[src/rtl/risc_v_pkg.sv]
// Shared RISC-V definitions: major opcodes, instruction format select and the canonical NOP.
// Consumed by instr_encoder and its optional range checker.
package risc_v;

    localparam logic [6:0] OPC_LOAD   = 7'b0000011;
    localparam logic [6:0] OPC_OP_IMM = 7'b0010011;
    localparam logic [6:0] OPC_AUIPC  = 7'b0010111;
    localparam logic [6:0] OPC_STORE  = 7'b0100011;
    localparam logic [6:0] OPC_OP     = 7'b0110011;
    localparam logic [6:0] OPC_LUI    = 7'b0110111;
    localparam logic [6:0] OPC_BRANCH = 7'b1100011;
    localparam logic [6:0] OPC_JALR   = 7'b1100111;
    localparam logic [6:0] OPC_JAL    = 7'b1101111;

    typedef enum logic [2:0] {
        FMT_R = 3'd0,
        FMT_I = 3'd1,
        FMT_S = 3'd2,
        FMT_B = 3'd3,
        FMT_U = 3'd4,
        FMT_J = 3'd5
    } instr_fmt_e;

    // addi x0, x0, 0
    localparam logic [31:0] NOP = 32'h0000_0013;

endpackage

[src/rtl/instr_enc_range_chk.sv]
// Combinational legality check of the immediate against the selected format.
// Only instantiated when INSTR_ENC_RANGE_CHECK_EN is defined.
module instr_enc_range_chk
    import risc_v::*;
(
    input  logic [2:0]  fmt_i,
    input  logic [31:0] imm_i,
    output logic        err_o
);

    logic signed [31:0] simm;
    assign simm = $signed(imm_i);

    always_comb begin
        err_o = 1'b0;
        case (fmt_i)
            FMT_R:        err_o = 1'b0;
            FMT_I, FMT_S: err_o = (simm < -32'sd2048) || (simm > 32'sd2047);
            FMT_B:        err_o = (simm < -32'sd4096) || (simm > 32'sd4094) || imm_i[0];
            FMT_U:        err_o = (imm_i[11:0] != 12'd0);
            FMT_J:        err_o = (simm < -32'sd1048576) || (simm > 32'sd1048574) || imm_i[0];
            default:      err_o = 1'b1;
        endcase
    end

endmodule

[src/rtl/instr_encoder.sv]
// Packs RISC-V instruction fields into a 32-bit word behind a one-deep valid/ready output stage.
// Define INSTR_ENC_RANGE_CHECK_EN to flag out-of-range immediates and illegal formats on err_o.
module instr_encoder
    import risc_v::*;
#(
    parameter logic [31:0] BASE_ADDR = 32'h0000_0000
) (
    input  logic        clk_i,
    input  logic        rst_i,
    input  logic        flush_i,
    input  logic        in_valid_i,
    output logic        in_ready_o,
    input  logic [2:0]  fmt_i,
    input  logic [6:0]  opcode_i,
    input  logic [4:0]  rd_i,
    input  logic [4:0]  rs1_i,
    input  logic [4:0]  rs2_i,
    input  logic [2:0]  funct3_i,
    input  logic [6:0]  funct7_i,
    input  logic [31:0] imm_i,
    output logic        out_valid_o,
    input  logic        out_ready_i,
    output logic [31:0] instr_o,
    output logic [31:0] addr_o,
    output logic        err_o
);

    // Handshake: a transfer happens on a rising edge where valid and ready are both high.
    // The input side takes a bundle when the output slot is empty or being drained this cycle;
    // reset and flush both block acceptance.
    logic accept;
    logic out_hs;
    logic [31:0] word;
    logic err_next;

    assign in_ready_o = !rst_i && !flush_i && (!out_valid_o || out_ready_i);
    assign accept     = in_valid_i && in_ready_o;
    assign out_hs     = out_valid_o && out_ready_i;

    always_comb begin
        word = NOP;
        case (fmt_i)
            FMT_R: word = {funct7_i, rs2_i, rs1_i, funct3_i, rd_i, opcode_i};
            FMT_I: word = {imm_i[11:0], rs1_i, funct3_i, rd_i, opcode_i};
            FMT_S: word = {imm_i[11:5], rs2_i, rs1_i, funct3_i, imm_i[4:0], opcode_i};
            FMT_B: word = {imm_i[12], imm_i[10:5], rs2_i, rs1_i, funct3_i,
                           imm_i[4:1], imm_i[11], opcode_i};
            FMT_U: word = {imm_i[31:12], rd_i, opcode_i};
            FMT_J: word = {imm_i[20], imm_i[10:1], imm_i[11], imm_i[19:12], rd_i, opcode_i};
            default: word = NOP;
        endcase
    end

`ifdef INSTR_ENC_RANGE_CHECK_EN
    instr_enc_range_chk u_range_chk (
        .fmt_i (fmt_i),
        .imm_i (imm_i),
        .err_o (err_next)
    );
`else
    assign err_next = 1'b0;
`endif

    // addr_o is the address counter itself; it advances as each word leaves.
    always_ff @(posedge clk_i or posedge rst_i) begin
        if (rst_i) begin
            out_valid_o <= 1'b0;
            instr_o     <= 32'h0;
            addr_o      <= BASE_ADDR;
            err_o       <= 1'b0;
        end else if (flush_i) begin
            out_valid_o <= 1'b0;
            instr_o     <= 32'h0;
            addr_o      <= BASE_ADDR;
            err_o       <= 1'b0;
        end else begin
            if (out_hs) begin
                addr_o <= addr_o + 32'd4;
            end
            if (accept) begin
                out_valid_o <= 1'b1;
                instr_o     <= word;
                err_o       <= err_next;
            end else if (out_hs) begin
                out_valid_o <= 1'b0;
            end
        end
    end

endmodule

[config.mk]
export PLATFORM = sky130hd
export DESIGN_NAME = instr_encoder
export DESIGN_NICKNAME = d
export VERILOG_FILES = /design/src/rtl/risc_v_pkg.sv /design/src/rtl/instr_enc_range_chk.sv /design/src/rtl/instr_encoder.sv
export SDC_FILE = /design/constraint.sdc
export NUM_CORES = 1
export LEC_CHECK = 0
export CELL_PAD_IN_SITES_DETAIL_PLACEMENT = 0
export CELL_PAD_IN_SITES_GLOBAL_PLACEMENT = 1
export CORE_ASPECT_RATIO = 1.25
export CORE_MARGIN = 2
export CORE_UTILIZATION = 50
export CTS_BUF_LIST = sky130_fd_sc_hd__clkbuf_16
export DETAILED_ROUTE_END_ITERATION = 8
export DONT_BUFFER_PORTS = 1
export PLACE_DENSITY = 0.88
export SLEW_MARGIN = 15
export SYNTH_ARGS = -nofsm -noshare
export SYNTH_HDL_FRONTEND = slang
export SYNTH_SLANG_ARGS = --single-unit
[constraint.sdc]
create_clock -name clk_i -period 5.7 [get_ports clk_i]
set_clock_uncertainty 0.05 [all_clocks]
set_input_delay 0.855 -clock clk_i [delete_from_list [all_inputs] [get_ports clk_i]]
set_output_delay 0.855 -clock clk_i [all_outputs]
set_load 0.05 [all_outputs]
# Yosys cells after proc, flatten, opt, wreduce, memory -nomap -nowiden
# Cells that the tools add are included.
# Widths: inputs -> output; s select.
# word_totals
romBits,0
mem_count,0
ram_bits,0
word_cells,32
reg_bits,66
latch_bits,0
inputBits,72
# op_classes
n_reduce_logical,12
magnitude_cmp,0
div_mod_pow,0
n_mul,0
shift,0
bitwise_logic,0
addsub,1
n_eq_ne,5
n_mux,10
# op_table
op,count
$pmux 32 s6,1
$mux 32,4
$add 32x3->32 const B,1
$eq 3x2->1 const B,2
$eq 3x3->1 const B,2
$mux 1,5
$logic_and 1x1->1,4
$reduce_bool 2->1,2
$eq 3x1->1 const B,1
$logic_not 1->1,3
$logic_not 3->1,1
$reduce_bool 3->1,1
$logic_or 1x1->1,1

# Logic depth before layout (Yosys ltp)
# Gate-level depths: netlist of run 1.
# logic_depth
word_depth,6
depth_mapped,7

# Worst setup path before layout of run 1
# OpenSTA, ideal clock, no wires.
# synth_path
kind,flip-flop to flip-flop
start,register addr_o[2]
end,register addr_o[24]
t_required_ns,5.525
n_path_buf,2
arrival_ns,2.330
setup_ns,0.125
slack_ns,3.195
stages_incl_launch_ff,8
synth_period_minus_slack_ns,2.505
cell_sequence,dfrtp_1 ha_1 nand3_2 or3_1 clkbuf_1 buf_2 nor4_1 mux2_2
# synth_between
elab_chain_cells,3
# synth_rtl
element,line_no,source
start: declaration,instr_encoder.sv:24,"output logic [31:0] addr_o,"
start signal: assignment,instr_encoder.sv:78,addr_o <= addr_o + 32'd4;
$add 32x3->32,instr_encoder.sv:78,
$mux 32,instr_encoder.sv:77,if (out_hs) begin
$mux 32,instr_encoder.sv:71,end else if (flush_i) begin
# No other way between the ends. The select of a mux whose other input is x is not followed.
# A chain may end at the register's enable or synchronous reset.

# Final worst setup path of run 1
# layout_path
start,register out_valid_o
end,output in_ready_o
# layout_between
elab_chain_cells,3
# layout_rtl
element,line_no,source
start: declaration,instr_encoder.sv:21,"output logic out_valid_o,"
start signal: assignment,instr_encoder.sv:67,out_valid_o <= 1'b0;
start signal: assignment,instr_encoder.sv:72,out_valid_o <= 1'b0;
start signal: assignment,instr_encoder.sv:81,out_valid_o <= 1'b1;
$logic_not 1->1,instr_encoder.sv:36,assign in_ready_o = !rst_i && !flush_i && (!out_valid_o || out_ready_i);
$logic_or 1x1->1,instr_encoder.sv:36,
$logic_and 1x1->1,instr_encoder.sv:36,
end: declaration,instr_encoder.sv:12,"output logic in_ready_o,"
# No other way between the ends.

==> impl_metrics.ini, run 1 <==
[worst_setup_path]
worst_r2r_endpoint = addr_o[24]
crit_arrival_ps = 1720
r2r-start = addr_o[2]
worst_ep_required_time_ps = 4800
path_max_fanout = 6
cp-end-kind = output port
reg2reg_depth = 5
critical_path_class = reg2out
r2r_slack_ps = 3100
worstSetupStartpointType = flop

[layout]
antenna_cells = 0
multi_input_comb_area_mm2 = 0.00171
seq_area_mm2 = 0.00158
layout-area-overhead-vs-synth_pct = 9.43
nNetsFinal = 427
drive_above_1_share_pct = 6.96
utilization_pct = 56.7
fillers = 604

[global_route]
antenna_found_initial = 0
grt_pass1_vias = 2634
grt_pass1_wl_um = 13800
overflow = 0
grt.total_usage_pct = 23.7
grt_max_degree = 64

[floorplan]
design.core.area_mm2 = 0.00661
die_w_um = 78.0
die_h_um = 96.5
start_util_pct = 51.8
io_pins = 139
dieArea_mm2 = 0.00753
floorplan.rows = 33

[clock_tree]
cts_resized = 0
ctsHoldBuffers = 0
htree_levels = 3
clkSinkCount = 63
numCtsBuffers = 9
clkSlewWorstSetupHoldPaths_ps = 50
cts_tree = done
post_cts_buffers = 0
ctsLongestPathBuffers = 2
clk_latency_ps = 320
ctsRootBufferMaster = clkbuf_16

[logic_synthesis]
async_flop_share_pct = 100
yosysWarnings = 0
yosysSeqAreaShare_pct = 46.0
synth_edf_count = 0
ys.flop_type = dfrtp_1
synthDistinctLibCells = 36
synth_seq_cells = 63
syn_avg_cell_area_um2 = 9.38
syn_inst = 365
synthesis.area_mm2 = 0.00342

[routing]
viasPerCell = 6.37
drc = 0
dr_total_vias = 2842
drt_iter0_markers = 187
wire_per_inst_um = 19.7
routed_wl_um = 8810
postRouteAntennaNets = 0
drt-pass1-iter-count = 4

[placed_design]
hpwl_um = 6150
portBuffers = 0
gp_congestion = 0.840
place_ws_ps = 3090

[timing]
worst_pin_slew_ps = 897
setup_slack_ps = 3080
fin_hold_ws_ps = 545
report.final.slew_viol_count = 0
timing.fmax_mhz = 381
max_slew_margin_pct = 40.1
rsz0062_at_grt = no
period_needed_ps = 2620
setup_violations = 0
final-hold-violation-count = 0
period_share_pct = 46.0
final.setup.tns_ps = 0

[min_path]
hold_end = addr_o[14]
hp-start = flush_i
whs_path_depth = 1
hp-class = in2reg

[run]
cap_violations = 0

[pwr]
power.density_mw_per_mm2 = 303
leakagePower_nw = 1.48
ir_drop_mv = 0.153
power.total_w = 0.00114

[run_status]
status = finished, final reports clean
final cells by class:
type | count | share of cell area, %
clock buffers | 9 | 6.01
repair buffers | 2 | 0.401
inverters | 8 | 0.801
well taps | 87 | 2.90
clock inverters | 7 | 2.10
multi-input cells | 270 | 45.7
flip-flops and latches | 63 | 42.1
state kept, by name, summed over array words and instances, names as in the netlist:
register     flops
addr_o          30
instr_o         32
out_valid_o      1
synthesized netlist by cell type, drive strengths merged (13+ instances only):
cell,instances,area [µm²]
nor2b,14,87.6
or4,17,128
clkbuf,16,60.1
dfrtp,63,1580
nor2,16,60.1
o21ai,38,190
nand3b,22,165
a22oi,17,128
nand2,22,82.6
a21oi,31,155
o31ai,13,97.6
worst max-delay path by stage:
stage                startpoint    endpoint  slack, ps
floorplan             addr_o[2]  addr_o[24]       3200
global placement      addr_o[2]  addr_o[24]       3140
detailed placement    addr_o[2]  addr_o[24]       3090
CTS                 out_valid_o  in_ready_o       3030
global route          addr_o[2]  addr_o[24]       2960
finish              out_valid_o  in_ready_o       3080
stage by stage:
stage          instance area [µm²]  cells
2_1_floorplan                 3430    367
3_3_place_gp                  3440    430
3_5_place_dp                  3440    430
4_1_cts                       3750    446
5_1_grt                       3750    446
6_report                      3750    446
power by group:
group	total (W)	switching [W]	internal (W)
Combinational	0.0000655	0.0000392	0.0000263
Sequential	0.000509	0.0000511	0.000458
Clock	0.000562	0.000187	0.000375
Total	0.00114	0.000277	0.000859
cell usage in the layout (no fill, tap or decap), types with 3 or more instances in the layout:
master	n
dfrtp_1	63
o21ai_0	38
a21oi_1	31
nand2_1	22
nand3b_1	22
or4_1	17
a22oi_1	17
nor2_1	16
nor2b_1	14
o31ai_1	13
a22o_1	10
xnor2_1	9
nand3_1	9
clkbuf_16	9
nand4_1	8
mux2i_1	8
inv_1	7
nor4_1	7
mux2_2	7
or3_1	6
clkinv_1	5
conb_1	3
routing by layer:
| layer | vias up | global-route usage [%] | share of wire (%) |
|---|---|---|---|
| met5 | - | 0 | 0 |
| met4 | 0 | 7.31 | 1.3 |
| met3 | 11 | 7.90 | 7.9 |
| met2 | 127 | 40.2 | 51 |
| met1 | 1370 | 28.6 | 40 |
| li1 | 1334 | - | - |
critical path: stages (launching register included):
cell and delay (ps):
dfrtp_1 610, nand2b_1 290, and2_1 490
cell families (layout without fill, tap and decap cells):
logic type / count (synthesis) / count (layout) / share of synthesized area, %
simple gates: 130 / 130 / 22.4
fa+ha+maj: 1 / 1 / 0.365
mux: 15 / 15 / 4.64
xor+xnor: 10 / 10 / 2.56
flops: 63 / 63 / 46.0
compound gates: 111 / 111 / 19.7
buf+inv: 34 / 26 / 4.16
other cells: 1 / 3 / 0.110
No activity file was read; power rests on OpenSTA's default activity.
==> run 2: changes to the inputs <==
- ABC_AREA: unset -> 1
- CORE_UTILIZATION: 50 -> 44
- PLACE_DENSITY: 0.88 -> 0.82
- clock period: 5.7 -> 2.7 ns (I/O delays scaled with it)
==> run 2 against run 1 <==
  * First-iteration DRC count shrank 37%
  * The run now ends with negative hold slack left
  * Largest cell class unchanged
  * Critical endpoint is now addr_o[18]
  * Clock power grew 80%
  * Via count grew 11%
==> impl_metrics.ini, run 2 <==
[run_status]
status = finished with violations
violations = negative hold slack

[worst_setup_path]
critical_path_class = reg2reg
cpMostUsedCell = nand2_1
worstSetupStartpointType = flop
crit_arrival_ps = 2080
crit_chain = buf_4 -> nand2_1 -> inv_1 -> nand2_2 -> nor3_4 -> nand3_1 -> nand2_1 -> nor2_1
path_max_fanout = 12
cp-end-kind = flop
worst_ep_required_time_ps = 2870
critPathMaxStageDelay_ps = 340
critPathLaunch = out_valid_o
r2r-start = out_valid_o
critPathSlowestCell = nor3_4

[timing]
timing.fmax_mhz = 523
final-hold-violation-count = 25
worst_pin_slew_ps = 750
report.final.slew_viol_count = 0
setup_violations = 0
fin_hold_ws_ps = -17.2
rsz0062_at_grt = no
max_slew_margin_pct = 49.8
final.setup.tns_ps = 0
period_needed_ps = 1910
period_share_pct = 70.9

[routing]
wire_per_inst_um = 15.1
drt_iter0_markers = 117
postRouteAntennaNets = 0
drt-pass1-iter-count = 4
drc = 0
dr_total_vias = 3154
viasPerCell = 5.27
routed_wl_um = 9010

[floorplan]
start_util_pct = 45.5
design.core.area_mm2 = 0.00779
die_w_um = 84.3
floorplan.rows = 36
dieArea_mm2 = 0.00879
die_h_um = 104
io_pins = 139

[pwr]
combPwrFrac_pct = 7.1
internal-power_w = 0.00161
power.share.clock_pct = 45.2
netSwitchingFraction_pct = 27.5
leakagePower_nw = 1.97
pwr-share-seq_pct = 47.7
p_sw_w = 0.000613
power.density_mw_per_mm2 = 567
ir_drop_mv = 0.301

[layout]
regMostFlops = instr_o
drive_above_1_share_pct = 10.5
largest_reg_flops = 32
nNetsFinal = 572
reg.largest.list = instr_o x32, addr_o x30, out_valid_o x1
final_common_cell = nand2_1
utilization_pct = 50.4
finalNonFillerCells = 598
layout_common_cells = 182 x nand2_1, 64 x nor2_1, 63 x dfrtp_1
layout-area-overhead-vs-synth_pct = 10.9
antenna_cells = 0

[clock_tree]
clkSlewWorstSetupHoldPaths_ps = 50
clk_latency_ps = 330
cts_resized = 0
ctsHoldBuffers = 0
htree_levels = 3
post_cts_buffers = 0
ctsLongestPathBuffers = 2
numCtsBuffers = 9
ctsRootBufferMaster = clkbuf_16
clkSinkCount = 63
cts_tree = done

[min_path]
hp-class = in2async

[logic_synthesis]
yosysWarnings = 0
yosysMostFrequentCell = nand2_1
async_flop_share_pct = 100
syn_avg_cell_area_um2 = 7.28
yosysSeqAreaShare_pct = 44.5
ys.flop_type = dfrtp_1
synthTopCellsByArea = dfrtp_1 44%, nand2_1 19%, nor2_1 6.8%
syn_inst = 487
yosysTopAreaCell = dfrtp_1
synthDistinctLibCells = 31
synthesis.area_mm2 = 0.00354
yosys-top-cells-count = 182 x nand2_1, 64 x nor2_1, 63 x dfrtp_1, 37 x nand3_1
synth_edf_count = 0
synth_top_area_share_pct = 44.5
synth_seq_cells = 63

[placed_design]
gp_congestion = 0.774
dp_cells = 583
hpwl_um = 6760
portBuffers = 0

[global_route]
grt.total_usage_pct = 21.6
grt_pass1_vias = 3126
grt_pass1_wl_um = 15100
antenna_found_initial = 0
overflow = 0
grt_max_degree = 37

[run]
cap_violations = 0
==> run 2: path summary, 6_finish.rpt <==
path                          endpoint  slack, ps  cells after the start
max                         addr_o[18]        790                      8
min                        instr_o[27]        -20                      1
max reg2reg                 addr_o[18]        790                      8
min reg2reg                 addr_o[15]        430                      1
max in group asynchronous   addr_o[23]       2000                      2
min in group clk_i           addr_o[3]         90                      1
==> run 2: through the flow <==
| stage | instance area [µm²] | total power, W | worst slack [ps] |
|---|---|---|---|
| 2_1_floorplan | 3550 | 0.00122 | 675 |
| 3_3_place_gp | 3670 | 0.00124 | 828 |
| 3_5_place_dp | 3670 | 0.00124 | 783 |
| 4_1_cts | 3930 | 0.00225 | 770 |
| 5_1_grt | 3930 | 0.00232 | 594 |
| 6_report | 3930 | 0.00223 | 786 |
==> run 2: per-layer routing <==
metal | global-route usage, % | wire (µm) | part of all wire [%] | up-vias
met5 | 0 | 0 | 0 | -
met4 | 6.91 | 92 | 1.0 | 0
met3 | 7.38 | 678 | 7.5 | 9
met2 | 37.8 | 4640 | 52 | 102
met1 | 24.3 | 3590 | 40 | 1471
li1 | - | - | - | 1572
==> run 2: power groups by stage <==
stage | Sequential, W | Combinational [W] | Clock [W]
detailed placement | 0.00108 | 0.000163 | 0
floorplan | 0.00108 | 0.000139 | 0
CTS | 0.00106 | 0.000163 | 0.00103
global placement | 0.00108 | 0.000160 | 0
finish | 0.00106 | 0.000159 | 0.00101
global route | 0.00107 | 0.000183 | 0.00107
==> run 2: cell type report <==
cell class,instances,area (µm²)
Fill cell,791,3860
Inverter,30,115
Tap cell,95,119
Sequential cell,63,1580
Clock buffer,9,225
Clock inverter,6,30.0
Multi-Input combinational cell,379,1730
Timing Repair Buffer,16,133
==> run 2: cells by family (layout without fill, tap and decap cells) <==
logic type	count (synthesis)	after routing	share of synthesized area, %
AOI/OAI and AO/OA	54	54	8.54
buffers and inverters	47	61	6.85
DFF	63	63	44.5
and+or+nand+nor	321	321	39.7
adders and majority gates	1	1	0.353
other	1	3	0.106
==> run 2: worst max-delay path: cells and delay by family (launching register included) <==
family,cells,cell delay [ps]
DFF,1,320
buffers and inverters,2,450
and+or+nand+nor,6,970
